### config.mk
export PLATFORM = sky130hd
export DESIGN_NAME = tone_sched
export DESIGN_NICKNAME = d
export VERILOG_FILES = /design/src/rtl/b12_pkg.sv /design/src/rtl/tone_divider.sv /design/src/rtl/tone_sched.sv
export SDC_FILE = /design/constraint.sdc
export NUM_CORES = 1
export LEC_CHECK = 0
export BUFFER_PORTS_ARGS = -buffer_cell sky130_fd_sc_hd__buf_2
export CAP_MARGIN = 20
export CORE_ASPECT_RATIO = 0.8
export CORE_MARGIN = 2
export CORE_UTILIZATION = 46
export DETAILED_ROUTE_END_ITERATION = 8
export GPL_TIMING_DRIVEN = 0
export PLACE_DENSITY_LB_ADDON = 0.15
export SETUP_SLACK_MARGIN = 0.3
export SLEW_MARGIN = 5
export SYNTH_ARGS = -nofsm -noshare
export SYNTH_HDL_FRONTEND = slang
export SYNTH_SLANG_ARGS = --single-unit
### constraint.sdc
create_clock -name clock -period 5.45 [get_ports clock]
set_input_delay 1.09 -clock clock [delete_from_list [all_inputs] [get_ports clock]]
set_output_delay 1.09 -clock clock [all_outputs]
set_load 0.01 [all_outputs]
### src/rtl/b12_pkg.sv
// b12_pkg: sound codes, tone half-period limits and scheduler state encoding
package b12_pkg;

    localparam logic [2:0] S_RED = 3'd0, S_GREEN = 3'd1, S_YELLOW = 3'd2,
                           S_BLUE = 3'd3, S_WIN = 3'd4, S_LOSS = 3'd5;

    localparam logic [2:0] L_RED = 3'd2, L_GREEN = 3'd3, L_YELLOW = 3'd4,
                           L_BLUE = 3'd5, L_WIN = 3'd6, L_LOSS = 3'd1;

    typedef enum logic [1:0] {
        ST_IDLE = 2'd0,
        ST_PLAY = 2'd1,
        ST_GAP  = 2'd2
    } state_t;

    // Codes above LOSS carry no tone; their duration still elapses
    function automatic logic tone_silent(input logic [2:0] code);
        return code > S_LOSS;
    endfunction

    // Counter limit per code; the half-period is limit + 2 cycles
    function automatic logic [2:0] tone_limit(input logic [2:0] code);
        return (code == S_RED)    ? L_RED    :
               (code == S_GREEN)  ? L_GREEN  :
               (code == S_YELLOW) ? L_YELLOW :
               (code == S_BLUE)   ? L_BLUE   :
               (code == S_WIN)    ? L_WIN    :
               (code == S_LOSS)   ? L_LOSS   : 3'd7;
    endfunction

endpackage

### src/rtl/tone_divider.sv
// tone_divider: square-wave generator for one sound code, cleared while disabled
module tone_divider
    import b12_pkg::*;
(
    input  logic       clock,
    input  logic       reset,
    input  logic       enable,
    input  logic [2:0] code,
    output logic       speaker
);

    logic [2:0] cnt_q, cnt_d;
    logic       spk_q, spk_d;
    logic       wrap;

    assign wrap = cnt_q > tone_limit(code);

    // Count past the limit, then flip the output and restart from zero
    always_comb begin
        cnt_d = 3'd0;
        spk_d = 1'b0;
        if (enable) begin
            cnt_d = wrap ? 3'd0 : cnt_q + 3'd1;
            spk_d = tone_silent(code) ? 1'b0 : spk_q ^ wrap;
        end
    end

    // Counter and output flop; reset forces silence at once
    always_ff @(posedge clock or negedge reset) begin
        if (!reset) begin
            cnt_q <= 3'd0;
            spk_q <= 1'b0;
        end else begin
            cnt_q <= cnt_d;
            spk_q <= spk_d;
        end
    end

    assign speaker = spk_q;

endmodule

### src/rtl/tone_sched.sv
// tone_sched: arbitrates tone requests onto the shared speaker with a silent gap
module tone_sched
    import b12_pkg::*;
#(
    parameter int NUM_REQ     = 3,
    parameter int LEN_W       = 6,
    parameter int GAP_CYCLES  = 2,
    parameter int ROUND_ROBIN = 0
) (
    input  logic                     clock,
    input  logic                     reset,
    input  logic [NUM_REQ-1:0]       req_valid,
    input  logic [3*NUM_REQ-1:0]     req_sound,
    input  logic [LEN_W*NUM_REQ-1:0] req_len,
    input  logic                     abort,
    output logic [NUM_REQ-1:0]       ack,
    output logic [NUM_REQ-1:0]       done,
    output logic                     busy,
    output logic [1:0]               gnt_id,
    output logic                     speaker
);

    localparam logic [LEN_W-1:0] ONE = LEN_W'(1);

    state_t             state_q, state_d;
    logic [LEN_W-1:0]   dur_q, dur_d;
    logic [2:0]         snd_q, snd_d;
    logic [1:0]         gnt_q, gnt_d;
    logic [NUM_REQ-1:0] ack_q, ack_d;
    logic [NUM_REQ-1:0] done_q, done_d;
    logic               busy_q, busy_d;
    logic [LEN_W-1:0]   len_sel;
    logic               found;
    logic [1:0]         win;
    int                 idx;
    logic               tone_en;

    // Pick the winner: lowest index, or first index after the last grantee
    always_comb begin
        found = 1'b0;
        win   = 2'd0;
        idx   = 0;
        for (int k = 0; k < NUM_REQ; k++) begin
            idx = (ROUND_ROBIN != 0) ? (int'(gnt_q) + 1 + k) % NUM_REQ : k;
            if (!found && req_valid[idx]) begin
                found = 1'b1;
                win   = 2'(idx);
            end
        end
    end

    // Next-state logic; the duration counter is reused to time the gap
    always_comb begin
        state_d = state_q;
        dur_d   = dur_q;
        snd_d   = snd_q;
        gnt_d   = gnt_q;
        ack_d   = '0;
        done_d  = '0;
        len_sel = req_len[LEN_W*int'(win) +: LEN_W];
        if (state_q == ST_IDLE) begin
            if (found) begin
                state_d    = ST_PLAY;
                gnt_d      = win;
                snd_d      = req_sound[3*int'(win) +: 3];
                dur_d      = (len_sel == '0) ? ONE : len_sel;
                ack_d[win] = 1'b1;
            end
        end else if (abort) begin
            state_d = ST_IDLE;
            dur_d   = '0;
        end else if (dur_q > ONE) begin
            dur_d = dur_q - ONE;
        end else if (state_q == ST_PLAY) begin
            done_d[gnt_q] = 1'b1;
            state_d       = (GAP_CYCLES > 0) ? ST_GAP : ST_IDLE;
            dur_d         = LEN_W'(GAP_CYCLES);
        end else begin
            state_d = ST_IDLE;
            dur_d   = '0;
        end
        busy_d = state_d != ST_IDLE;
    end

    // Tone runs only while PLAY continues, so grant, completion and abort all silence it
    assign tone_en = (state_q == ST_PLAY) && (state_d == ST_PLAY);

    // Scheduler state and registered outputs
    always_ff @(posedge clock or negedge reset) begin
        if (!reset) begin
            state_q <= ST_IDLE;
            dur_q   <= '0;
            snd_q   <= 3'd0;
            gnt_q   <= 2'd0;
            ack_q   <= '0;
            done_q  <= '0;
            busy_q  <= 1'b0;
        end else begin
            state_q <= state_d;
            dur_q   <= dur_d;
            snd_q   <= snd_d;
            gnt_q   <= gnt_d;
            ack_q   <= ack_d;
            done_q  <= done_d;
            busy_q  <= busy_d;
        end
    end

    tone_divider u_div (
        .clock   (clock),
        .reset   (reset),
        .enable  (tone_en),
        .code    (snd_q),
        .speaker (speaker)
    );

    assign ack    = ack_q;
    assign done   = done_q;
    assign busy   = busy_q;
    assign gnt_id = gnt_q;

endmodule

== Word level (Yosys, flattened, before mapping) ==
Cells that the tools add are included.

* Bits in registers: 24
* Latch bits: 0
* Memory bits (writable): 0
* Bits in read-only memories: 0
* Output and inout bits: 10
* Memories kept: 0

* $add $sub $neg: 2
* Multiply operators: 2
* Div/mod/pow operators: 0
* Order comparisons: 7
* Equal/unequal tests: 8
* Shift operators: 2
* Mux-type cells: 36
* Bitwise logic cells: 1
* Reductions and logical operators: 12

{| class="wikitable"
|+ Operator list
! operator !! number
|-
| 3-bit 2-to-1 mux || 14
|-
| 6-bit 2-to-1 mux || 5
|-
| 18-bit by 6-bit variable part select with 6-bit output || 1
|-
| 2-bit 2-to-1 mux || 7
|-
| 9-bit by 5-bit variable part select with 3-bit output || 1
|-
| 2-bit by 2-bit multiplier with 4-bit output, first input constant || 2
|-
| 1-bit 2-to-1 mux || 8
|-
| 3-bit by 2-bit == test with 1-bit output, second input constant || 2
|-
| 3-bit == test, second input constant || 2
|-
| 6-bit by 1-bit greater-than comparator with 1-bit output, second input constant || 1
|-
| 6-bit logical NOT || 1
|-
| 2-bit by 3-bit less-than comparator with 1-bit output, second input constant || 2
|-
| 6-bit by 1-bit subtractor with 6-bit output, second input constant || 1
|-
| 1-bit logical AND || 5
|-
| 1-bit demux with 2-bit select || 2
|-
| 2-bit by 1-bit == test with 1-bit output, second input constant || 2
|-
| 2-bit by 1-bit greater-or-equal comparator with 1-bit output, second input constant || 2
|-
| 3-bit by 1-bit adder with 3-bit output, second input constant || 1
|-
| 3-bit by 1-bit == test with 1-bit output, second input constant || 1
|-
| 3-bit greater-than comparator || 1
|-
| 3-bit greater-than comparator, second input constant || 1
|-
| 3-bit logical NOT || 1
|-
| 1-bit logical NOT || 2
|-
| 2-bit logical NOT || 1
|-
| other kinds (4) || 4
|}

== Longest topological paths before layout ==
Gate-level depths: netlist of run 1.

* Word-level depth: 13
* Mapped depth: 9
* Gate-level depth less buffers: 9

== Modules after synthesis ==
From an unflattened synthesis of run 1, not the netlist that was laid out.

* Cell total of the unflattened synthesis: 159
* Area, all modules: 1418.9 µm²

{| class="wikitable"
|+ By module, submodules not included
! module !! instances !! cells an instance !! area each (µm²) !! sequential area each (µm²)
|-
| tone_sched || 1 || 130 || 1164.9 || 500.5
|-
| tone_divider || 1 || 29 || 254.0 || 100.1
|}

== Worst setup path after synthesis of run 1 ==
OpenSTA, ideal clock, no wires.

* Path type: input -> register
* From: in req_valid[2]
* To: reg dur_q[0]
* Arrival time: 2.194 ns
* Slack: 3.120 ns
* Stages on the path: 5
* Cell sequence: clkbuf_1 o31ai_1 nor2_1 a221oi_1 o21ai_0

* Cells in the longest elaborated chain, start to end: 8
* Elaborated cells between the ends (all ways): 10

{| class="wikitable"
|+ Ends and longest elaborated chain
! item !! line !! source
|-
| start, declared || tone_sched.sv:12 || <nowiki>input logic [NUM_REQ-1:0] req_valid,</nowiki>
|-
| 1-bit logical AND * || tone_sched.sv:45 || <nowiki>if (!found && req_valid[idx]) begin</nowiki>
|-
| 2-bit 2-to-1 mux || tone_sched.sv:45 ||
|-
| 2-bit by 2-bit multiplier with 4-bit output || tone_sched.sv:60 || <nowiki>len_sel = req_len[LEN_W*int'(win) +: LEN_W];</nowiki>
|-
| 18-bit by 6-bit variable part select with 6-bit output || tone_sched.sv:60 ||
|-
| 6-bit logical NOT || tone_sched.sv:66 || <nowiki>dur_d = (len_sel == '0) ? ONE : len_sel;</nowiki>
|-
| 6-bit 2-to-1 mux || tone_sched.sv:66 ||
|-
| 6-bit 2-to-1 mux || tone_sched.sv:62 || <nowiki>if (found) begin</nowiki>
|-
| 6-bit 2-to-1 mux || tone_sched.sv:61 || <nowiki>if (state_q == ST_IDLE) begin</nowiki>
|-
| end signal, assigned || tone_sched.sv:100 || <nowiki>dur_q <= dur_d;</nowiki>
|-
| end, declared || tone_sched.sv:26 || <nowiki>logic [LEN_W-1:0] dur_q, dur_d;</nowiki>
|}

Every way passes the cells marked *; elsewhere a longest branch is shown, timed or not. The select of a mux whose other input is x is not followed.
A chain may end at the register's enable or synchronous reset.

== Worst setup path in the final report of run 1 ==
* From: in req_valid[2]
* To: reg dur_q[3]

Same word-level chain as after synthesis.

==> run summary, run 1 <==
Post-route insts no fill: 242
Cells after Synth: 159
Final GP Congestion: 0.853
WP data arrival: 2.53 ns
Seq pwr share: 39.3%
Clk root buf: clkbuf_8
Startpoint Class: primary input
Max Slew Vio Count: 0
Diodes inserted: 0
Vias in the first global route: 1,218
Clock-pin slew on the worst setup and hold paths: 0.08 ns
Clk pwr share: 15.6%
Worst setup margin: 3.05 ns
RSZ-0062 raised after global routing: false
Mapped cell area: 1430 sq um
Status: complete, no violations
CP Data Required Time: 5.58 ns
Register-to-Register Path Depth: 9
Antenna viol nets, final: 0
Filler cell count: 294
GRT Residual Overflow: 0
Post-detailed-routing wire length: 3100 um
Antenna violations before repair: 0
Slew HR: 45.1%
First DRT Iteration DRCs: 38
TritonCTS clock tree: built
Leakage power: 0.859 nW
Hpwl dp: 2460 um
Ports: 43
Layout cell share with drive strength beyond 1: 25.2%
Worst vdd ir: 0.000148 V
Combinational share of power: 45.1%
# DRC: 0
Final setup TNS: 0 ns
# nets final: 242
PortBufs: 39
Min Tclk post-route: 2.40 ns
Layout area overhead: 21.0%
Skew-Pair Late Insertion Delay: 0.26 ns
R2R Setup Slk: 3.44 ns
Initial Util: 47.3%
Switch Pwr: 0.304 mW
Overall Global Routing Usage: 19.0%
Finished Cell Area: 1730 sq um
Hold_sp: u_div.cnt_q[0]
Die W: 66.3 um
Synth unique cells: 39
Worst r2r dst: u_div.cnt_q[2]
First-pass GRT wire length: 5150 um
Core Region: 3020 sq um
Avg Cell Area, Syn: 8.99 sq um
CP Max Fanout: 10
Row count: 18
Ys flop type: dfrtp_1
Seq/Total Area, Yosys: 42.0%
First-pass DRT Iterations: 4
Clock Sinks: 24
Wire length per cell: 12.8 um
Final hold vios: 0
Pwr Total: 0.752 mW
WHS Endpoint: u_div.cnt_q[0]
Pint: 0.448 mW
Synth async-reset ratio: 100%
Post-CTS Setup Bufs: 0
Cts hold-fix bufs: 0
Placed insts: 238
PD cells: 435 nW/um^2
Sw Ratio: 40.4%
Die Area: 3570 sq um
Fmax: 0.416 GHz
Final Skew: 0.00489 ns
Final worst-path cycle share: 44.1%
Syn_nets: 198
Flip-flop and latch count after synthesis: 24
Hold depth: 1
Worst R2R Start: snd_q[1]
Vias: 1,299
Final Hold Slack: 0.475 ns
CP Class: primary input to flip-flop
Bufs on Longest Clock Path: 2
Pre-CTS setup slack: 2.77 ns
Slew @ Worst Pin: 0.817 ns
Num CTS Buffers: 3
Maximum capacitance violations: 0
Largest net degree at the start of global routing: 25
Crit. End Element: flip-flop
Number of cells upsized or downsized after cts: 0
Vias per Instance: 5.37
# setup viols final: 0
Min-Delay Path Class: flip-flop to flip-flop
DP Area: 1670 sq um
EDFF count, synth: 0
Post-layout util: 57.3%
Yosys warns: 0
CTS H-tree depth: 1
Die Span Y: 53.9 um
==> flip-flops by register name, indices dropped and copies added (netlist names) <==
signal / cells
u_div.cnt_q: 3
u_div.speaker: 1
dur_q: 6
busy: 1
done: 3
gnt_id: 2
snd_q: 3
ack: 3
state_q: 2
==> power groups by stage <==
stage	Combinational, mW	Clock (mW)	Sequential [mW]
CTS	0.340	0.123	0.294
detailed placement	0.340	0	0.297
global placement	0.325	0	0.294
global route	0.383	0.129	0.303
finish	0.339	0.117	0.295
floorplan	0.243	0	0.294
==> worst max-delay path: stages <==
cell	delay, ns
clkbuf_1	0.19
o31ai_1	0.75
buf_2	0.35
o221ai_1	0.15
==> how the worst max path moves through the flow <==
stage / start / to / slack [ns] / depth (start not counted)
after floorplan: req_valid[2] / dur_q[0] / 3.12 / 5
after global placement: req_valid[2] / dur_q[3] / 2.79 / 4
after detailed placement: req_valid[2] / dur_q[3] / 2.77 / 4
after CTS: req_valid[2] / dur_q[3] / 3.06 / 4
after global routing: req_valid[2] / dur_q[0] / 2.86 / 5
final: req_valid[2] / dur_q[3] / 3.05 / 4
==> cell usage in the layout, fill, tap and decap left out, drive strengths merged, types with 2 or more instances in the layout <==
cell type / count
nor2b: 8
o32a: 3
nand2b: 5
ha: 6
nor2: 19
o221ai: 3
a221oi: 5
nor3: 7
nand2: 14
dfrtp: 24
a21oi: 5
nor3b: 2
o21bai: 4
buf: 43
mux2i: 2
o21ai: 13
o31ai: 2
inv: 12
a21o: 2
clkbuf: 6
==> logic make-up after synthesis <==
logic type	count (synthesis)	synth area share, %
fa+ha+maj	6	5.25
simple gates	63	22.9
buf+inv	18	5.08
mux	2	1.40
xor+xnor	2	1.23
flops	24	42.0
compound gates	44	22.2
==> cell usage after synthesis, drive strengths merged (2+ instances only) <==
master	n	area [sq um]
a21o	2	15.0
a21oi	5	25.0
a221oi	5	43.8
buf	4	20.0
clkbuf	2	7.51
dfrtp	24	601
ha	6	75.1
inv	12	45.0
mux2i	2	20.0
nand2	14	52.6
nand2b	5	31.3
nor2	19	71.3
nor2b	8	50.1
nor3	7	46.3
nor3b	2	15.0
o21ai	13	65.1
o21bai	4	30.0
o221ai	3	26.3
o31ai	2	20.0
o32a	3	30.0
==> routing by layer <==
| layer | part of all wire, % | routed length (um) | up-vias | GRT usage (%) |
|---|---|---|---|---|
| met5 | 0 | 0 | - | 0 |
| met4 | 1.8 | 55 | 0 | 9.18 |
| met3 | 5.8 | 181 | 5 | 1.88 |
| met2 | 45 | 1390 | 55 | 31.7 |
| met1 | 47 | 1470 | 583 | 25.2 |
| li1 | - | - | 656 | - |
==> cell type report <==
type                            instances  area (sq um)  share of cell area, %
Sequential cell                        24           601                   34.7
Clock buffer                            4          55.1                   3.18
Timing Repair Buffer                   39           195                   11.3
Multi-Input combinational cell        117           756                   43.7
Buffer                                  6          27.5                   1.59
Inverter                               12          45.0                   2.60
Tap cell                               40          50.0                   2.89
Power figures use the tool's default switching activity.
==> run 2, diff against run 1 <==
- clock period: 5.45 -> 2.2 ns (I/O delays scaled with it)
==> run 2 against run 1 <==
Effect of this change: via count increased by 0.23%; sequential share of layout area decreased by 1.4 points; critical path depth increased by 5; utilization increased by 2.4 points; first-iteration DRC count increased by 39%; sequential cell count unchanged; clock-buffer cell count unchanged.
==> run summary, run 2 (same netlist as run 1, synthesis figures left out) <==
Met3 global-route usage: 1.88% (unchanged)
Largest net degree at the start of global routing: 25 (unchanged)
First DRT Iteration DRCs: 53 (was 38)
Met1 usage: 25.3% (was 25.2%)
Die W: 66.3 um (unchanged)
Pint: 1.18 mW (was 0.448 mW)
Fmax: 0.530 GHz
Max Slew Vio Count: 0 (unchanged)
Final hold vios: 0 (unchanged)
Vias in the first global route: 1,224 (was 1,218)
Num CTS Buffers: 3 (unchanged)
RSZ-0062 raised after global routing: true (was false)
Sw Ratio: 40.8% (was 40.4%)
Antenna violations before repair: 0 (unchanged)
Diodes inserted: 0 (unchanged)
WP data arrival: 2.09 ns (was 2.53 ns)
Final setup TNS: 0 ns (unchanged)
Min Tclk post-route: 1.89 ns
Seq pwr share: 36.6% (was 39.3%)
Clk pwr share: 14.7% (was 15.6%)
CP Class: flip-flop to flip-flop (was primary input to flip-flop)
Slowest-stage cell, CP: or4_4 (was o31ai_1)
Min-Delay Path Class: primary input to async pin (was flip-flop to flip-flop)
Register-to-Register Path Depth: 9 (unchanged)
Post-detailed-routing wire length: 3150 um (was 3100 um)
CP Data Required Time: 2.41 ns (was 5.58 ns)
Maximum capacitance violations: 0 (unchanged)
First-pass DRT Iterations: 4 (unchanged)
PD cells: 1110 nW/um^2 (was 435 nW/um^2)
Ports: 43 (unchanged)
CP max stage delay: 0.47 ns (was 0.75 ns)
Final GP Congestion: 0.853 (unchanged)
Placed insts: 238 (unchanged)
Final worst-path cycle share: 85.8%
Worst R2R Start: snd_q[1] (unchanged)
# nets final: 245 (was 242)
Worst r2r dst: u_div.cnt_q[2] (unchanged)
Clock Sinks: 24 (unchanged)
Most frequent CP cell: o21ai_1
Bufs on Longest Clock Path: 2 (unchanged)
Cts hold-fix bufs: 0 (unchanged)
CP Max Fanout: 3 (was 10)
Slew @ Worst Pin: 0.514 ns (was 0.817 ns)
GRT Residual Overflow: 0 (unchanged)
Cell Chain, Critical Path: inv_1 -> nand3_1 -> o21ai_1 -> ha_1 -> nor2b_1 -> o21ai_1 -> a32oi_2 -> or4_4 -> nor2_4 (was clkbuf_1 -> o31ai_1 -> buf_2 -> o221ai_1)
Switch Pwr: 0.815 mW (was 0.304 mW)
Clk root buf: clkbuf_8 (unchanged)
Post-route insts no fill: 245 (was 242)
# DRC: 0 (unchanged)
Pwr Total: 2.00 mW (was 0.752 mW)
Leakage power: 0.878 nW (was 0.859 nW)
Hpwl dp: 2460 um (unchanged)
Vias: 1,302 (was 1,299)
Layout cell share with drive strength beyond 1: 30.2% (was 25.2%)
Row count: 18 (unchanged)
Met2 Usage GRT: 31.8% (was 31.7%)
Die Area: 3570 sq um (unchanged)
Die Span Y: 53.9 um (unchanged)
# setup viols final: 0 (unchanged)
Slew HR: 65.8% (was 45.1%)
Worst vdd ir: 0.000426 V (was 0.000148 V)
Most common cell after layout, fill and taps aside: buf_2 (unchanged)
Largest Register: dur_q (unchanged)
R2R Setup Slk: 0.31 ns (was 3.44 ns)
Final Skew: 0.00627 ns (was 0.00489 ns)
Core Region: 3020 sq um (unchanged)
PortBufs: 39 (unchanged)
Initial Util: 47.3% (unchanged)
Crit. End Element: flip-flop (unchanged)
Clock-pin slew on the worst setup and hold paths: 0.08 ns (about the same)
Most frequent cells in the layout: buf_2 (43), dfrtp_1 (24), nor2_1 (16) (was buf_2 (43), dfrtp_1 (24), nor2_1 (19))
Antenna viol nets, final: 0 (unchanged)
Global routing's busiest layer: met2 (unchanged)
First-pass GRT wire length: 5180 um (was 5150 um)
Layout area overhead: 26.1% (was 21.0%)
Number of flip-flops in the largest register: 6 (unchanged)
Status: complete, no violations (unchanged)
CTS H-tree depth: 1 (unchanged)
Final Hold Slack: 0.137 ns (was 0.475 ns)
Combinational share of power: 48.7% (was 45.1%)
Vias per Instance: 5.31 (was 5.37)
Overall Global Routing Usage: 19.1% (was 19.0%)
Skew-Pair Late Insertion Delay: 0.27 ns (was 0.26 ns)
Wire length per cell: 12.9 um (was 12.8 um)
TritonCTS clock tree: built (unchanged)
Filler cell count: 284 (was 294)
Startpoint Class: flip-flop (was primary input)
-- run 2: cell types whose count changed in the layout (fill, tap and decap cells not counted), sizes merged --
cell and delta:
buf +3
-- run 2: repair_timing --
action,CTS,global route
pin swaps,1,2
resized for setup,2,10
endpoints found under the hold margin,0,0
endpoints found under the setup margin,3,9
buffers inserted,3,0
-- run 2: critical path: cells and delay by family, from the launching register on --
kind                       cells  cell delay (ns)
AOI/OAI and AO/OA              3             0.31
adders and majority gates      1             0.26
buffers and inverters          1             0.07
DFF                            1             0.38
and+or+nand+nor                4             0.80
-- run 2: cell type report --
class / count / area [sq um] / share of cell area, %
repair buffers: 42 / 218 / 12.1
well taps: 40 / 50.0 / 2.78
clock buffers: 4 / 55.1 / 3.06
multi-input cells: 117 / 806 / 44.7
flip-flops and latches: 24 / 601 / 33.3
plain buffers: 6 / 27.5 / 1.53
inverters: 12 / 45.0 / 2.50
-- run 2: layer usage --
metal	routed length [um]	part of all wire [%]
met1	1520	48
met2	1400	44
met3	176	5.6
met4	54	1.7
met5	0	0
-- run 2: power groups by stage --
stage | logic (mW) | clock network (mW) | registers, mW
final | 0.973 | 0.293 | 0.730
after detailed placement | 0.841 | 0 | 0.735
after global placement | 0.804 | 0 | 0.727
after CTS | 0.901 | 0.303 | 0.720
after global routing | 1.09 | 0.319 | 0.750
after floorplan | 0.602 | 0 | 0.728
-- run 2: worst max path at each step --
stage,startpoint,end,slack [ns]
floorplan,snd_q[1],u_div.cnt_q[2],0.42
global placement,req_valid[2],dur_q[3],0.19
detailed placement,req_valid[2],dur_q[3],0.17
CTS,snd_q[2],u_div.cnt_q[2],0.30
global route,snd_q[2],u_div.cnt_q[2],0.22
finish,snd_q[1],u_div.cnt_q[2],0.31
-- run 2: metrics by stage --
step	util, %	instance area [sq um]	setup slack [ns]
final	59.7	1800	0.313
after global routing	59.7	1800	0.224
after CTS	58.3	1760	0.302
after detailed placement	55.5	1670	0.174
after global placement	55.5	1670	0.188
after floorplan	-	1430	0.424
==> run 3, diff against run 2 <==
- GPL_TIMING_DRIVEN: 0 -> 1
==> run 3 against run 2 <==
Effect of this change: clock-buffer cell count unchanged; critical endpoint unchanged; critical path depth down 1; clock skew decreased by 0.0048 ns; register-to-register slack worse by 0.02 ns; critical path type unchanged; design area is 0.14% lower; final cell count is 0.41% higher; largest cell class unchanged.
==> run summary, run 3 (same netlist as run 1, synthesis figures left out) <==
Final hold vios: 0 (unchanged)
First-pass GRT wire length: 5060 um (was 5180 um)
Die W: 66.3 um (unchanged)
Worst r2r dst: u_div.cnt_q[2] (unchanged)
Clk root buf: clkbuf_8 (unchanged)
Antenna viol nets, final: 0 (unchanged)
PortBufs: 42 (was 39)
Min-Delay Path Class: primary input to async pin (unchanged)
Vias in the first global route: 1,193 (was 1,224)
CP Class: flip-flop to flip-flop (unchanged)
Core Region: 3020 sq um (unchanged)
TritonCTS clock tree: built (unchanged)
Startpoint Class: flip-flop (unchanged)
R2R Setup Slk: 0.29 ns (was 0.31 ns)
Met3 global-route usage: 2.09% (was 1.88%)
Crit. End Element: flip-flop (unchanged)
Slew @ Worst Pin: 0.521 ns (was 0.514 ns)
Largest Register: dur_q (unchanged)
Maximum capacitance violations: 0 (unchanged)
Die Span Y: 53.9 um (unchanged)
Vias per Instance: 5.39 (was 5.31)
Leakage power: 0.891 nW (was 0.878 nW)
Final Skew: 0.00144 ns (was 0.00627 ns)
Num CTS Buffers: 3 (unchanged)
Status: complete, no violations (unchanged)
Pwr Total: 2.00 mW (about the same)
Fmax: 0.523 GHz (was 0.530 GHz)
Filler cell count: 276 (was 284)
Worst vdd ir: 0.000462 V (was 0.000426 V)
# setup viols final: 0 (unchanged)
Final worst-path cycle share: 86.9% (was 85.8%)
Met2 Usage GRT: 30.7% (was 31.8%)
Vias: 1,326 (was 1,302)
Wire length per cell: 12.6 um (was 12.9 um)
First DRT Iteration DRCs: 34 (was 53)
Layout area overhead: 25.9% (was 26.1%)
CP Data Required Time: 2.40 ns (was 2.41 ns)
Skew-Pair Late Insertion Delay: 0.26 ns (was 0.27 ns)
# nets final: 246 (was 245)
RSZ-0062 raised after global routing: true (unchanged)
Max Slew Vio Count: 0 (unchanged)
Most frequent cells in the layout: buf_2 (42), dfrtp_1 (24), nor2_1 (17) (was buf_2 (43), dfrtp_1 (24), nor2_1 (16))
Row count: 18 (unchanged)
First-pass DRT Iterations: 4 (unchanged)
Post-detailed-routing wire length: 3090 um (was 3150 um)
Finished Cell Area: 1800 sq um (about the same)
Most common cell after layout, fill and taps aside: buf_2 (unchanged)
Final setup TNS: 0 ns (unchanged)
Clock Sinks: 24 (unchanged)
Worst setup margin: 0.289 ns (was 0.313 ns)
# DRC: 0 (unchanged)
Met1 usage: 25.2% (was 25.3%)
CTS H-tree depth: 1 (unchanged)
Layout cell share with drive strength beyond 1: 31.6% (was 30.2%)
Hpwl dp: 2400 um (was 2460 um)
Cts hold-fix bufs: 0 (unchanged)
Antenna violations before repair: 0 (unchanged)
Diodes inserted: 0 (unchanged)
Clock-pin slew on the worst setup and hold paths: 0.08 ns (about the same)
Bufs on Longest Clock Path: 2 (unchanged)
Final Hold Slack: 0.142 ns (was 0.137 ns)
Register-to-Register Path Depth: 8 (was 9)
Largest net degree at the start of global routing: 25 (unchanged)
Pre-CTS setup slack: 0.262 ns (was 0.174 ns)
Die Area: 3570 sq um (unchanged)
Post-layout util: 59.6% (was 59.7%)
Min Tclk post-route: 1.91 ns (was 1.89 ns)
Ports: 43 (unchanged)
CP Max Fanout: 4 (was 3)
Number of flip-flops in the largest register: 6 (unchanged)
Post-route insts no fill: 246 (was 245)
Placed insts: 237 (was 238)
PD cells: 1110 nW/um^2 (about the same)
WP data arrival: 2.11 ns (was 2.09 ns)
Overall Global Routing Usage: 18.6% (was 19.1%)
Slew HR: 65.2% (was 65.8%)
DP Area: 1680 sq um (was 1670 sq um)
Final GP Congestion: 0.826 (was 0.853)
Initial Util: 47.3% (unchanged)
Global routing's busiest layer: met2 (unchanged)
GRT Residual Overflow: 0 (unchanged)
Worst R2R Start: snd_q[2] (was snd_q[1])
[run 3: cell types whose count changed in the layout (fill, tap and decap cells not counted), sizes merged]
cell and change:
buf +3, clkbuf -2
[run 3: worst max-delay path, stage by stage (launching register included)]
cell and delay, ns:
dfrtp_1 0.43, nand3_2 0.10, o21ai_2 0.05, ha_1 0.31, nor2b_1 0.14, o21ai_1 0.16, a32oi_2 0.09, or4_4 0.46
nor2_2 0.12
[run 3: area by class of cell]
| class | count | area [sq um] | area share [%] |
|---|---|---|---|
| Clock buffer | 4 | 55.1 | 3.06 |
| Inverter | 12 | 45.0 | 2.50 |
| Multi-Input combinational cell | 117 | 786 | 43.7 |
| Sequential cell | 24 | 601 | 33.4 |
| Tap cell | 40 | 50.0 | 2.78 |
| Timing Repair Buffer | 49 | 263 | 14.6 |
[run 3: worst max path at each step]
stage / from / end / cells past startpoint
final: snd_q[2] / u_div.cnt_q[2] / 8
after global routing: snd_q[2] / u_div.cnt_q[2] / 8
after CTS: snd_q[2] / u_div.cnt_q[2] / 8
after detailed placement: snd_q[1] / u_div.cnt_q[2] / 9
after global placement: snd_q[1] / u_div.cnt_q[2] / 9
after floorplan: snd_q[1] / u_div.cnt_q[2] / 9
[run 3: per-layer routing]
metal,up-vias,wire length [um],part of all wire (%)
met5,-,0,0
met4,0,54,1.7
met3,5,195,6.3
met2,52,1370,44
met1,608,1470,48
li1,661,-,-
[run 3: what timing repair did]
| action | CTS | global route |
|---|---|---|
| pin swaps | 0 | 3 |
| gates resized for setup | 1 | 9 |
| endpoints found under the setup margin | 3 | 9 |
| cloned | 0 | 0 |
| buffers inserted | 3 | 2 |
[run 3: power by group]
part           leakage (nW)  internal (mW)  switching (mW)
combinational         0.549          0.460           0.510
sequential            0.313          0.589           0.150
clock                0.0288          0.160           0.132
total                 0.891           1.21           0.792
